--- config.mk ---
export PLATFORM = sky130hd
export DESIGN_NAME = sprite_scheduler
export DESIGN_NICKNAME = d
export VERILOG_FILES = /design/src/rtl/sprite_scheduler.sv
export SDC_FILE = /design/constraint.sdc
export NUM_CORES = 1
export LEC_CHECK = 0
export BUFFER_PORTS_ARGS = -buffer_cell sky130_fd_sc_hd__clkbuf_2
export CAP_MARGIN = 20
export CORE_MARGIN = 2
export CORE_UTILIZATION = 30
export DETAILED_ROUTE_END_ITERATION = 10
export REMOVE_ABC_BUFFERS = 1
export SLEW_MARGIN = 40
export SYNTH_ARGS = -nofsm -noshare
export SYNTH_HDL_FRONTEND = slang
export SYNTH_SLANG_ARGS = --single-unit
--- constraint.sdc ---
create_clock -name clk -period 2.9 [get_ports clk]
set_input_delay 0.145 -clock clk [delete_from_list [all_inputs] [get_ports clk]]
set_output_delay 0.145 -clock clk [all_outputs]
set_load 0.02 [all_outputs]
--- src/rtl/sprite_scheduler.sv ---
// ============================================================================
// sprite_scheduler: double-buffered player/bomb placement with per-pixel hit
// test and sprite-RAM addressing.  Revision: 1.0
// ============================================================================
`default_nettype none

module sprite_scheduler #(
  parameter int PLAYER_BASE = 0,
  parameter int PLAYER_W    = 32,
  parameter int PLAYER_H    = 32,
  parameter int BOMB_BASE   = 1024,
  parameter int BOMB_W      = 16,
  parameter int BOMB_H      = 16,
  parameter int BOMB_FRAMES = 2,
  parameter int BOMB_DIV    = 8
) (
  input  logic        clk,
  input  logic        reset_n,
  input  logic [9:0]  DrawX,
  input  logic [9:0]  DrawY,
  input  logic        frame_start,
  input  logic        wr_valid,
  output logic        wr_ready,
  input  logic        wr_sel,
  input  logic [9:0]  wr_x,
  input  logic [9:0]  wr_y,
  input  logic        wr_en,
  output logic        drawPlayer,
  output logic        drawBomb,
  output logic [10:0] addrPlayer,
  output logic [10:0] addrBomb
);

  localparam int FRAME_W = (BOMB_FRAMES > 1) ? $clog2(BOMB_FRAMES) : 1;
  localparam int DIV_W   = (BOMB_DIV > 1) ? $clog2(BOMB_DIV) : 1;
  localparam logic [FRAME_W-1:0] FRAME_LAST = FRAME_W'(BOMB_FRAMES - 1);
  localparam logic [DIV_W-1:0]   DIV_LAST   = DIV_W'(BOMB_DIV - 1);

  typedef enum logic [1:0] {
    IDLE   = 2'd0,
    COMMIT = 2'd1,
    SCAN   = 2'd2
  } state_t;

  typedef struct packed {
    logic [9:0] x;
    logic [9:0] y;
    logic       en;
  } obj_t;

  state_t             state_q, state_d;
  obj_t               p_shadow_q, p_shadow_d, b_shadow_q, b_shadow_d;
  obj_t               p_active_q, p_active_d, b_active_q, b_active_d;
  logic [FRAME_W-1:0] bomb_frame_q, bomb_frame_d;
  logic [DIV_W-1:0]   bomb_div_q, bomb_div_d;
  logic               draw_player_q, draw_player_d, draw_bomb_q, draw_bomb_d;
  logic [10:0]        addr_player_q, addr_player_d, addr_bomb_q, addr_bomb_d;

  logic        wr_fire, on_screen, p_hit, b_hit;
  logic [10:0] dx, dy, px, py, bx, by;
  logic [10:0] p_off_x, p_off_y, b_off_x, b_off_y;

  assign wr_ready = (state_q != COMMIT);
  assign wr_fire  = wr_valid & wr_ready;

  always_comb begin
    state_d = state_q;
    case (state_q)
      IDLE:    if (frame_start) state_d = COMMIT;
      SCAN:    if (frame_start) state_d = COMMIT;
      COMMIT:  state_d = SCAN;
      default: state_d = IDLE;
    endcase
  end

  // Shadow registers take host writes; active registers only move in COMMIT.
  always_comb begin
    p_shadow_d   = p_shadow_q;
    b_shadow_d   = b_shadow_q;
    p_active_d   = p_active_q;
    b_active_d   = b_active_q;
    bomb_frame_d = bomb_frame_q;
    bomb_div_d   = bomb_div_q;
    if (wr_fire) begin
      if (wr_sel) b_shadow_d = '{x: wr_x, y: wr_y, en: wr_en};
      else        p_shadow_d = '{x: wr_x, y: wr_y, en: wr_en};
    end
    if (state_q == COMMIT) begin
      p_active_d = p_shadow_q;
      b_active_d = b_shadow_q;
      // A bomb that is newly shown (or hidden) restarts its animation.
      if (!b_shadow_q.en || !b_active_q.en) begin
        bomb_frame_d = '0;
        bomb_div_d   = '0;
      end else if (bomb_div_q == DIV_LAST) begin
        bomb_div_d   = '0;
        bomb_frame_d = (bomb_frame_q == FRAME_LAST) ? '0 : bomb_frame_q + 1'b1;
      end else begin
        bomb_div_d   = bomb_div_q + 1'b1;
      end
    end
  end

  // Everything at 11 bits so that an object hanging past the right/bottom
  // edge cannot wrap around onto column/row 0.
  always_comb begin
    dx        = {1'b0, DrawX};
    dy        = {1'b0, DrawY};
    px        = {1'b0, p_active_q.x};
    py        = {1'b0, p_active_q.y};
    bx        = {1'b0, b_active_q.x};
    by        = {1'b0, b_active_q.y};
    on_screen = (dx < 11'd640) && (dy < 11'd480);
    p_hit     = p_active_q.en && on_screen &&
                (dx >= px) && (dx <= px + 11'(PLAYER_W - 1)) &&
                (dy >= py) && (dy <= py + 11'(PLAYER_H - 1));
    b_hit     = b_active_q.en && on_screen &&
                (dx >= bx) && (dx <= bx + 11'(BOMB_W - 1)) &&
                (dy >= by) && (dy <= by + 11'(BOMB_H - 1));
    p_off_x   = dx - px;
    p_off_y   = dy - py;
    b_off_x   = dx - bx;
    b_off_y   = dy - by;

    draw_player_d = 1'b0;
    draw_bomb_d   = 1'b0;
    addr_player_d = '0;
    addr_bomb_d   = '0;
    if (state_q == SCAN) begin
      draw_player_d = p_hit;
      draw_bomb_d   = b_hit;
      if (p_hit) addr_player_d = 11'(PLAYER_BASE) + p_off_y * 11'(PLAYER_W) + p_off_x;
      if (b_hit) addr_bomb_d   = 11'(BOMB_BASE) + 11'(bomb_frame_q) * 11'(BOMB_W * BOMB_H)
                                 + b_off_y * 11'(BOMB_W) + b_off_x;
    end
  end

  always_ff @(posedge clk or negedge reset_n) begin
    if (!reset_n) begin
      state_q       <= IDLE;
      p_shadow_q    <= '0;
      b_shadow_q    <= '0;
      p_active_q    <= '0;
      b_active_q    <= '0;
      bomb_frame_q  <= '0;
      bomb_div_q    <= '0;
      draw_player_q <= 1'b0;
      draw_bomb_q   <= 1'b0;
      addr_player_q <= '0;
      addr_bomb_q   <= '0;
    end else begin
      state_q       <= state_d;
      p_shadow_q    <= p_shadow_d;
      b_shadow_q    <= b_shadow_d;
      p_active_q    <= p_active_d;
      b_active_q    <= b_active_d;
      bomb_frame_q  <= bomb_frame_d;
      bomb_div_q    <= bomb_div_d;
      draw_player_q <= draw_player_d;
      draw_bomb_q   <= draw_bomb_d;
      addr_player_q <= addr_player_d;
      addr_bomb_q   <= addr_bomb_d;
    end
  end

  assign drawPlayer = draw_player_q;
  assign drawBomb   = draw_bomb_q;
  assign addrPlayer = addr_player_q;
  assign addrBomb   = addr_bomb_q;

endmodule

`default_nettype wire

Word-level counts from Yosys, hierarchy flattened
Cells that the tools add are included.

Bitwise gates (word level): 2. Reductions and logical operators: 20. Mux-type cells: 13. Add/sub/neg operators: 14. Equal/unequal tests: 5. Magnitude comparators: 10.

Operators with widths (count): $le 10x11->1 (4); $mux 11 (4); $ge 10x10->1 (4); $add 11x11->11 (3); $add 10x4->11 const B (2); $add 10x5->11 const B (2); $sub 10x10->11 (2); $add 11x9->11 const A (1); $logic_and 1x1->1 (11); $lt 10x10->1 const B (1); $lt 10x9->1 const B (1); $sub 7x7->7 (1); $mux 3 (2); $reduce_and 2->1 (3); $sub 6x6->6 (1); $mux 1 (5); $ne 2x1->1 const B (2); $pmux 2 s2 (1); $add 3x1->3 const B (1); $eq 3x3->1 const B (1); $eq 2x1->1 const B (1); $eq 2x2->1 const B (1); $logic_not 1->1 (2); $logic_not 2->1 (1); other kinds (7) (7).

Output and inout port bits: 25. Register bits: 114. Word-level logic and storage cells: 83. Input port bits: 46.

Longest topological paths before layout
Depth after elaboration: 9. Depth in mapped cells: 16. Depth with buffers taken out: 16.

Least setup slack after synthesis
No wires, ideal clock.

Kind: register to register. Start point: register b_active_q[3] in the netlist's numbering. End point: register addr_bomb_q[10] (netlist: addrBomb[10]). Period minus slack after synthesis: 3.239 ns. Data required time: 2.827 ns. Cell stages (with the launch flop): 13. Path buffers: 0. Setup slack: -0.339 ns. Arrival: 3.166 ns. Library setup time: 0.073 ns. Cells stage by stage: dfrtp_1 inv_1 ha_1 inv_1 o21bai_1 xor2_1 fa_1 ha_1 ha_1 a21o_1 o211a_1 or3_1 a21oi_2.

Cells in the longest elaborated chain, start to end: 5. Elaborated cells between the ends (all ways): 10. Classes of those cells: 4 x add/sub; 2 x order compare; 2 x mux; 2 x reduce/logical.

Ends and longest elaborated chain: from (decl) (line 53) `obj_t p_active_q, p_active_d, b_active_q, b_active_d;`; from (signal assigned) (line 156) `b_active_q <= b_active_d;`; $sub 7x7->7, or another cell as far along (line 123) `b_off_y = dy - by;`; $add 11x11->11, or another cell as far along (line 134) `+ b_off_y * 11'(BOMB_W) + b_off_x;`; $add 11x11->11 or $logic_and 1x1->1 (tied branches) (line 134, 119); $mux 11 (*) (line 133) `if (b_hit) addr_bomb_d = 11'(BOMB_BASE) + 11'(bomb_frame_q) * 11'(BOMB_W * BOMB_H)`; $mux 11 (*) (line 129) `if (state_q == SCAN) begin`; via addr_bomb_d[10] (line 57) `logic [10:0] addr_player_q, addr_player_d, addr_bomb_q, addr_bomb_d;`; to (signal assigned) (line 162) `addr_bomb_q <= addr_bomb_d;`; to (decl) (line 57).

Mark *: on every way through the listed nets, which the timed path passes. The rest lies on a longest branch. A chain may end at the register's enable or synchronous reset.

Worst setup path in the final report
Start point: register b_active_q[2] in the netlist's numbering. End point: register addr_bomb_q[10] (netlist: addrBomb[10]).

The elaborated chain is that of the path after synthesis.

==> impl_metrics.toml <==
[power_and_ir_drop]
internal_power_mw = 6.809
powerDensity_mw_per_mm2 = 999.7
leakagePower_nw = 5.116
clock_power_share = 0.208
p_sw_frac = 0.3825
p_switching_mw = 4.219
combinationalPowerShare = 0.602
ir_drop_mv = 0.4725
pwr-share-seq = 0.190

[cts]
ctsRootBufferMaster = "clkbuf_16"
clock_path_buffers = 2
htreeDepth = 4
cts_sinks = 114
clkTransAtPathRegs_ns = 0.06
cts_made_buffers = 17
cts_tree = "built"
insertion_delay_ns = 0.42

[setup_path]
cpMaxStageDelayCell = "fa_1"
rr_worst_depth = 14
cp_common_cell = "ha_4"
cpPeakStageDelay_ns = 0.44
startpoint_type = "register"
crit_required_ns = 3.26
critPathKind = "reg -> reg"
worstReg2RegEnd = "addrBomb[10]$_DFF_PN0_"
crit_chain = "inv_2 > ha_4 > a21oi_4 > o21bai_4 > a21o_1 > a21oi_2 > xor2_2 > fa_1 > inv_2 > ha_4 > ha_4 > a21o_1 > or3_1 > a21oi_2"
critPathArrivalTime_ns = 3.45
r2r_setup_slack_ns = -0.19
rr_startpoint = "b_active_q[2]$_DFFE_PN0P_"
crit_fanout = 3
critPathCaptureType = "register"

[timing]
period_share = 1.066
slew_headroom = 0.4788
finalCriticalPeriod_ns = 3.092
hold_viol = 0
worstMarginPinSlew_ns = 0.7819
setup-violations-final = 16
rsz0062_at_grt = "true"
finalWorstSetupSlack_ns = -0.1919
fin_worst_skew_ns = 0.01016
whs_ns = 0.02360
fmax_mhz = 323.4
slew_violations = 0

[outcome]
violations = "negative setup slack"
status = "finished, violations left"

[placement]
dpl_cell_area_mm2 = 0.009397
dp_slack_ns = -0.4123
dpl.hpwl_mm = 15.64
io_buffers = 70
globalplace.congestion = 0.8626
dp.cells = 1284

[synthesis]
synth_warnings = 0
syn_inst = 790
synth_seq_cells = 114
synth_edf_count = 0
synth-seq-area-share = 0.3616
synth.distinct_cells = 58
netlist_area_mm2 = 0.007889
async_flop_share = 1.000
syn_avg_cell_area_um2 = 9.986
synth_top_flop_cell = "dfrtp_1"

[floorplan]
core_mm2 = 0.02591
num_rows = 59
dieArea_mm2 = 0.02761
die_w_um = 166.2
io_pins = 71
fp.dieH_um = 166.2
start_util = 0.3045

[finish]
mostFrequentLayoutCells = "114 x dfrtp_1, 113 x buf_4, 91 x ha_1, 76 x inv_1, 71 x nand2_1"
layout-drive-gt1-share = 0.3684
antennaDiodeCount = 0
layout_commonest_cell = "dfrtp_1"
stdcell_area_mm2 = 0.01103
stdcell_count = 1353
layout.nets = 1182
post-route-util = 0.4257
area.growth.synth_to_final_pct = 39.83

[detailed_routing]
vias_per_cell = 4.765
vias = 6447
drc = 0
routedWlPerCell_um = 15.76
dr.pass1.iters = 5
finalWirelength_mm = 21.32
drtAntennaViolNets = 0
drtIter0Drc = 307

[run]
maxCapViolCount = 0

[global_route]
overflow = 0
antenna_found_initial = 0
grtUsageTotal = 0.1564
grt_pass1_vias = 6651
grt_pass1_wl_mm = 34.36
grt_max_degree = 85

[worst_hold_path]
hp-class = "in -> reg"
holdCritStartpoint = "wr_x[4]"
min_to = "p_shadow_q[15]$_DFFE_PN0P_"
whs_path_depth = 2
==> power groups by stage <==
stage / logic (mW) / registers (mW) / clock network [mW]
after global routing: 7.38 / 2.13 / 2.40
final: 6.64 / 2.10 / 2.29
after global placement: 5.09 / 2.10 / 0
after CTS: 6.12 / 2.09 / 2.31
after detailed placement: 5.17 / 2.10 / 0
after floorplan: 3.33 / 2.08 / 0
==> layer usage <==
layer,GRT usage,wire (µm)
met1,0.2084,10090
met4,0.04537,392
met3,0.03289,726
met5,0,0
met2,0.2565,10120
==> synth_stat cells, drive strengths merged, types with 9 or more instances <==
library cell / count / area share
nor2b: 13 / 0.010
a21o: 20 / 0.019
xor2: 12 / 0.013
nor2: 26 / 0.013
dfrtp: 114 / 0.36
nand4: 12 / 0.0095
nand2: 73 / 0.035
mux2: 42 / 0.060
a211oi: 9 / 0.010
inv: 88 / 0.042
xnor2: 40 / 0.044
fa: 20 / 0.051
o21ai: 66 / 0.042
ha: 111 / 0.18
nand3: 15 / 0.0095
nor3: 25 / 0.016
a21oi: 33 / 0.021
==> kinds of logic (layout without fill, tap and decap cells) <==
family          count (synthesis)  in the layout  share of synthesized area
buf+inv                       105            333                    0.05186
xor+xnor                       52             52                    0.05773
fa+ha+maj                     131            131                     0.2268
simple gates                  185            185                     0.1131
flops                         114            114                     0.3616
mux                            42             42                    0.05995
compound gates                161            161                     0.1289
==> critical path, delay by kind of cell (launching register included) <==
kind	cells	cell delay, ns
and+or+nand+nor	1	0.35
DFF	1	0.38
xor gates and xnor gates	1	0.16
buffers and inverters	2	0.16
adders and majority gates	4	1.07
AOI/OAI and AO/OA	6	0.89
==> stage by stage <==
| stage | TNS (ns) | power [mW] |
|---|---|---|
| floorplan | -114.77 | 5.412 |
| global placement | -3.430 | 7.185 |
| detailed placement | -4.706 | 7.271 |
| CTS | -1.732 | 10.52 |
| global route | -4.543 | 11.91 |
| finish | -2.114 | 11.03 |
==> area by class of cell <==
class	count	area [µm²]
fillers	2463	14880
multi-input cells	571	5270
flip-flops and latches	114	2853
repair buffers	212	1524
clock buffers	23	478.0
well taps	335	419.2
inverters	89	334.1
clock inverters	9	152.6
==> flip-flops by register name, indices dropped and copies added (netlist names) <==
| register | cells |
|---|---|
| b_active_q | 21 |
| addrBomb | 11 |
| bomb_div_q | 3 |
| addrPlayer | 11 |
| p_active_q | 21 |
| b_shadow_q | 21 |
| p_shadow_q | 21 |
| bomb_frame_q | 1 |
| drawBomb | 1 |
| drawPlayer | 1 |
| state_q | 2 |
==> worst max-delay path by stage <==
stage	startpoint	depth (start not counted)	endpoint	slack, ns
after CTS	b_active_q[1]$_DFFE_PN0P_	11	addrBomb[10]$_DFF_PN0_	-0.18
after detailed placement	b_active_q[2]$_DFFE_PN0P_	14	addrBomb[10]$_DFF_PN0_	-0.41
after floorplan	state_q[1]$_DFFE_PN0P_	4	b_shadow_q[0]$_DFFE_PN0P_	-2.39
after global placement	b_active_q[2]$_DFFE_PN0P_	14	addrBomb[10]$_DFF_PN0_	-0.37
final	b_active_q[2]$_DFFE_PN0P_	14	addrBomb[10]$_DFF_PN0_	-0.19
after global routing	b_active_q[2]$_DFFE_PN0P_	14	addrBomb[10]$_DFF_PN0_	-0.32
==> timing repair <==
item / CTS / global route
gates resized for setup: 89 / 44
setup endpoints to repair: 24 / 24
pin swaps: 51 / 43
setup buffers: 10 / 7
cloned: 1 / 0
hold buffers: 20 / 0
hold endpoints to repair: 86 / 0
(Power assumes the default switching activity.)
